`config.mk`:
```
export PLATFORM = sky130hd
export DESIGN_NAME = bubble_sort_engine
export DESIGN_NICKNAME = d
export VERILOG_FILES = /design/src/rtl/bubble_sort_engine.sv
export SDC_FILE = /design/constraint.sdc
export NUM_CORES = 1
export LEC_CHECK = 0
export BUFFER_PORTS_ARGS = -buffer_cell sky130_fd_sc_hd__buf_4
export CAP_MARGIN = 5
export CORE_MARGIN = 3
export CORE_UTILIZATION = 50
export DETAILED_ROUTE_END_ITERATION = 8
export GPL_ROUTABILITY_DRIVEN = 0
export PLACE_DENSITY = 0.77
export SLEW_MARGIN = 20
export SYNTH_ARGS = -nofsm -noshare
export SYNTH_HDL_FRONTEND = slang
export SYNTH_SLANG_ARGS = --single-unit
```
`constraint.sdc`:
```
create_clock -name clk -period 2.98 [get_ports clk]
set_clock_uncertainty 0.2 [all_clocks]
set_input_delay 0.596 -clock clk [delete_from_list [all_inputs] [get_ports clk]]
set_output_delay 0.596 -clock clk [all_outputs]
set_load 0.1 [all_outputs]
```
`src/rtl/bubble_sort_engine.sv`:
```
// Iterative odd-even transposition sorter: one compare-swap network reused for every pass.
// Optional macro SORT_EARLY_EXIT_EN stops after two consecutive swap-free passes.
module bubble_sort_engine #(
    parameter  int DATA_W = 8,
    parameter  int NUM    = 8,
    localparam int CNT_W  = $clog2(NUM + 1)
) (
    input  logic                  clk,
    input  logic                  rst,
    input  logic                  in_valid,
    output logic                  in_ready,
    input  logic [DATA_W*NUM-1:0] data_in,
    input  logic                  desc_in,
    output logic                  out_valid,
    input  logic                  out_ready,
    output logic [DATA_W*NUM-1:0] data_out,
    output logic [CNT_W-1:0]      passes
);

    typedef enum logic [1:0] {
        S_IDLE = 2'd0,
        S_SORT = 2'd1,
        S_DONE = 2'd2
    } state_t;

    state_t                  state_q, state_d;
    logic [DATA_W-1:0]       elem_q [NUM];
    logic [DATA_W-1:0]       elem_d [NUM];
    logic [DATA_W-1:0]       pass_e [NUM];
    logic                    desc_q, desc_d;
    logic [CNT_W-1:0]        pass_cnt_q, pass_cnt_d;
    logic [DATA_W*NUM-1:0]   data_out_q, data_out_d;
    logic                    any_swap;
    logic                    phase;
    logic                    finish;
`ifdef SORT_EARLY_EXIT_EN
    logic                    clean_q, clean_d;
`endif

    // Unsigned compare: true when the pair (a at lower index, b above) is out of order.
    function automatic logic swap_needed(input logic [DATA_W-1:0] a,
                                         input logic [DATA_W-1:0] b,
                                         input logic              desc);
        return desc ? (a < b) : (a > b);
    endfunction

    assign phase = pass_cnt_q[0];

    // One transposition pass; pairs within a phase never overlap, so all read elem_q.
    always_comb begin
        pass_e   = elem_q;
        any_swap = 1'b0;
        for (int k = 0; k < NUM - 1; k++) begin
            if ((k % 2) == int'(phase)) begin
                if (swap_needed(elem_q[k], elem_q[k+1], desc_q)) begin
                    pass_e[k]   = elem_q[k+1];
                    pass_e[k+1] = elem_q[k];
                    any_swap    = 1'b1;
                end
            end
        end
    end

    always_comb begin
        state_d    = state_q;
        elem_d     = elem_q;
        desc_d     = desc_q;
        pass_cnt_d = pass_cnt_q;
        data_out_d = data_out_q;
        finish     = 1'b0;
`ifdef SORT_EARLY_EXIT_EN
        clean_d    = clean_q;
`endif
        case (state_q)
            S_IDLE: begin
                if (in_valid) begin
                    for (int i = 0; i < NUM; i++) begin
                        elem_d[i] = data_in[DATA_W*i +: DATA_W];
                    end
                    desc_d     = desc_in;
                    pass_cnt_d = '0;
`ifdef SORT_EARLY_EXIT_EN
                    clean_d    = 1'b0;
`endif
                    state_d    = S_SORT;
                end
            end
            S_SORT: begin
                elem_d     = pass_e;
                pass_cnt_d = pass_cnt_q + CNT_W'(1);
                finish     = (pass_cnt_q == CNT_W'(NUM - 1));
`ifdef SORT_EARLY_EXIT_EN
                // A swap-free even pass followed by a swap-free odd pass (or vice versa) means sorted.
                finish     = finish | (!any_swap && clean_q);
                clean_d    = !any_swap;
`endif
                if (finish) begin
                    state_d = S_DONE;
                    for (int i = 0; i < NUM; i++) begin
                        data_out_d[DATA_W*i +: DATA_W] = pass_e[i];
                    end
                end
            end
            S_DONE: begin
                if (out_ready) begin
                    state_d = S_IDLE;
                end
            end
            default: begin
                state_d = S_IDLE;
            end
        endcase
    end

    always_ff @(posedge clk) begin
        if (!rst) begin
            state_q    <= S_IDLE;
            pass_cnt_q <= '0;
            data_out_q <= '0;
`ifdef SORT_EARLY_EXIT_EN
            clean_q    <= 1'b0;
`endif
        end else begin
            state_q    <= state_d;
            pass_cnt_q <= pass_cnt_d;
            data_out_q <= data_out_d;
`ifdef SORT_EARLY_EXIT_EN
            clean_q    <= clean_d;
`endif
        end
    end

    // Working elements and mode carry no reset; they are always reloaded on acceptance.
    always_ff @(posedge clk) begin
        elem_q <= elem_d;
        desc_q <= desc_d;
    end

    assign in_ready  = (state_q == S_IDLE);
    assign out_valid = (state_q == S_DONE);
    assign data_out  = data_out_q;
    assign passes    = pass_cnt_q;

endmodule

```
==> out/summary.txt <==
Result of the run - completed
Hold/Removal Path Class - in -> reg
Clock root buffer master - sky130_fd_sc_hd__clkbuf_16
Register-to-Register Setup Slack - 0.10 ns
Minimum clock period after layout - 2.88 ns
Design area - 10200 µm²
Cell area reported after detailed placement - 9470 µm²
Startpoint of the worst-slack reg-to-reg timing path - elem_q[57]$_DFFE_PP_
Initial DRC count - 940
Worst R2R Path Depth - 9
Synthesis Warnings - 0
Most frequently used flop master after synthesis - sky130_fd_sc_hd__dfxtp_1
Clock Power Share - 0.389
CP Class - reg -> reg
Number of storage elements in the synthesis netlist - 135
Area of the die - 17500 µm²
Yosys top cell area share - 0.245
Global-route wire length before repair - 38.4 mm
CP Max Fanout - 17
Clk Latency, worst-skew pair - 0.43 ns
Antenna Cells - 0
First drt pass iteration count - 5
Crit path launch type - flip-flop
DPL Wire Length - 17.0 mm
Power Dens Cells - 626 nW/µm²
Largest cells by area after synthesis - sky130_fd_sc_hd__edfxtp_1, sky130_fd_sc_hd__dfxtp_1, sky130_fd_sc_hd__ha_1
Endpoint of the worst hold-timing path - desc_q$_DFFE_PP_
Number of nets in the layout - 1140
Number of enable-type register cells in the synthesized netlist - 65
Compound-cell area share of the yosys netlist - 0.198
Initial core utilization - 0.517
Pin slew with the least headroom to its limit - 0.587 ns
Cell with the most instances after synthesis - sky130_fd_sc_hd__nand2_1
Antenna violations before repair - 0
Core region area - 15400 µm²
Arithmetic-cell share of the synthesized area counting full adders, half adders and majority gates - 0.0894
Number of buffers on the longest clock path - 2
Detailed-route wire length per cell - 19.6 µm
Crit end category - flip-flop
Pin count of the biggest net entering global routing - 110
Synth Net Count - 992
Area share of xor/xnor cells in the synthesized design - 0
Cell variety after synth - 48
Simple-gate share of the synthesized area - 0.145
Via count of the first global-routing pass - 7282
# IOs - 139
Most frequent cells after synthesis - sky130_fd_sc_hd__nand2_1, sky130_fd_sc_hd__nand3_1, sky130_fd_sc_hd__dfxtp_1, sky130_fd_sc_hd__edfxtp_1, sky130_fd_sc_hd__inv_1
Data required time at the worst endpoint - 2.95 ns
Share of the cycle needed by the critical path after routing - 0.965
Die Y-Extent - 132 µm
Final Max Tran Viols - 0
Leakage power of the design - 0.00447 µW
Combinational share of power - 0.255
Final Hold Viols - 0
Switch Pwr - 1910 µW
Proportion of synthesized flip-flops having asynchronous set or reset - 0
Final Non-Filler Cells - 1238
Sequential group share of total power - 0.356
Number of filler instances in the final layout - 1282
Detailed-route vias per instance - 6.10
Area of the mapped netlist - 7980 µm²
Total Routing Usage GR - 0.272
Number of instances in the synthesized netlist - 866
Count of unresolved DRC violations after routing - 0
Max H-tree Level - 4
Worst Hold Depth - 1
End of the worst register-to-register path - elem_q[55]$_DFFE_PP_
CTS tree - yes
Worst VDD drop - 0.000467 V
Clock sink total - 135
Count of port buffers added during placement - 138
Setup violation total in the final timing report - 0
Width of the chip - 132 µm
Sequential element share of the synthesized area - 0.420
Maximum operating frequency - 348 MHz
Final Routed Wirelength - 24.2 mm
Clock slew seen by the registers of the worst setup and hold paths - 0.06 ns
Syn_area_per_cell - 9.22 µm²
Fraction of final layout cells with drive strength greater than 1 - 0.245
Biggest area consumer among synthesized cells - sky130_fd_sc_hd__edfxtp_1
Placement Rows - 45
Fraction of power spent switching nets - 0.299
Setup total negative slack - 0 ns
Worst slew margin relative to its limit - 0.607
Max-cap violation count - 0
Via count - 7557
CTS Buf Count - 17
Hold_sp - desc_in
Remaining antenna violation count after routing - 0
Int Pwr - 4490 µW
Combinational family with the most area after synthesis - compound AO/OA/AOI/OAI gates
Signal arrival time at the worst endpoint - 2.85 ns
Synth-to-layout area growth - 28.3%
Multiplexer fraction of the synthesized cell area - 0.0821
Cell count after placement - 1200
Overflow left after global routing - 0
==> power by group through the flow <==
stage	sequential (µW)	clock [µW]	combinational (µW)
3_3_place_gp	2300	0	1490
5_1_grt	2300	2580	1780
3_5_place_dp	2310	0	1530
2_1_floorplan	2280	0	1040
6_report	2280	2490	1630
4_1_cts	2270	2500	1560
==> metrics by stage <==
stage,total power (µW),hold slack [ns],setup WS [ns],utilization
finish,6410,0.149,0.104,0.664
global route,6650,0.137,-0.0396,0.664
CTS,6330,0.140,0.00253,0.659
detailed placement,3840,0.272,0.0368,0.614
global placement,3790,0.277,0.153,0.614
floorplan,3320,0.271,0.127,-
==> flip-flops by register name, indices dropped and copies added (netlist names) <==
signal	flops
passes	4
desc_q	1
data_out	64
elem_q	64
state_q	2
==> repair_timing <==
item | CTS | global route
resized for setup | 0 | 6
hold buffers | 0 | 0
setup endpoints to repair | 0 | 39
setup buffers | 0 | 6
endpoints found under the hold margin | 0 | 0
==> placed cells by master, fill, tap and decap left out, types with 3 or more instances in the layout <==
cell,synthesis,final
sky130_fd_sc_hd__buf_4,1,185
sky130_fd_sc_hd__nand2_1,89,88
sky130_fd_sc_hd__nand3_1,72,72
sky130_fd_sc_hd__dfxtp_1,70,69
sky130_fd_sc_hd__edfxtp_1,65,65
sky130_fd_sc_hd__inv_1,60,59
sky130_fd_sc_hd__ha_1,57,57
sky130_fd_sc_hd__a21oi_1,54,54
sky130_fd_sc_hd__mux2i_1,55,53
sky130_fd_sc_hd__o21ai_0,49,49
sky130_fd_sc_hd__o211ai_1,42,42
sky130_fd_sc_hd__o21ai_1,35,35
sky130_fd_sc_hd__nand4_1,28,28
sky130_fd_sc_hd__o221ai_1,24,24
sky130_fd_sc_hd__clkbuf_16,0,17
sky130_fd_sc_hd__nor2_1,14,13
sky130_fd_sc_hd__nor2b_1,9,8
sky130_fd_sc_hd__o31a_1,8,8
sky130_fd_sc_hd__and2_1,8,8
sky130_fd_sc_hd__a221oi_1,8,8
sky130_fd_sc_hd__nor3_1,10,8
sky130_fd_sc_hd__a211oi_1,8,8
sky130_fd_sc_hd__buf_12,1,8
sky130_fd_sc_hd__mux2_2,7,7
sky130_fd_sc_hd__bufinv_16,0,7
sky130_fd_sc_hd__clkinvlp_4,0,3
sky130_fd_sc_hd__a21o_1,3,3
sky130_fd_sc_hd__o311a_1,3,3
sky130_fd_sc_hd__or2_2,3,3
sky130_fd_sc_hd__clkinv_2,0,3
==> critical path: stages, from the launching register on <==
cell and delay [ns]:
sky130_fd_sc_hd__edfxtp_1 0.42, sky130_fd_sc_hd__ha_1 0.30, sky130_fd_sc_hd__nor2b_1 0.14, sky130_fd_sc_hd__o211a_1 0.21, sky130_fd_sc_hd__o21ba_1 0.20, sky130_fd_sc_hd__o311ai_2 0.34, sky130_fd_sc_hd__buf_12 0.22, sky130_fd_sc_hd__mux2i_1 0.33
sky130_fd_sc_hd__mux2_4 0.21, sky130_fd_sc_hd__o21ai_2 0.04
==> how the worst max path moves through the flow <==
stage                                start                       end  slack [ns]  depth (start not counted)
detailed placement    elem_q[23]$_DFFE_PP_      elem_q[19]$_DFFE_PP_        0.04                          9
finish                elem_q[57]$_DFFE_PP_      elem_q[55]$_DFFE_PP_        0.10                          9
CTS                   elem_q[23]$_DFFE_PP_      elem_q[19]$_DFFE_PP_       0.003                          9
global route          elem_q[25]$_DFFE_PP_      elem_q[28]$_DFFE_PP_       -0.04                         10
global placement      elem_q[18]$_DFFE_PP_      elem_q[16]$_DFFE_PP_        0.15                          9
floorplan           passes[1]$_SDFFE_PN0P_  data_out[0]$_SDFFE_PN0P_        0.13                          7
==> cell families (layout without fill, tap and decap cells) <==
group                    after synthesis  after routing
AO/OA/AOI/OAI                        243            243
adder cells (fa/ha/maj)               57             57
buffers and inverters                125            286
flip-flops                           135            135
multiplexers                          64             64
AND/OR/NAND/NOR                      242            242
==> metal layers <==
layer | part of all wire | track usage | up-vias
li1 | - | - | 3526
met1 | 0.44 | 0.380 | 3592
met2 | 0.45 | 0.411 | 389
met3 | 0.089 | 0.0649 | 50
met4 | 0.025 | 0.100 | 0
met5 | 0 | 0 | -
==> cell type report <==
type | count | area [µm²] | share of cell area
well taps | 211 | 264 | 0.0258
clock buffers | 19 | 443 | 0.0433
multi-input cells | 606 | 4150 | 0.405
clock inverters | 13 | 249 | 0.0243
flip-flops and latches | 135 | 3350 | 0.328
inverters | 61 | 233 | 0.0227
repair buffers | 193 | 1550 | 0.151
Note: power is estimated with default switching activity, not from simulation.
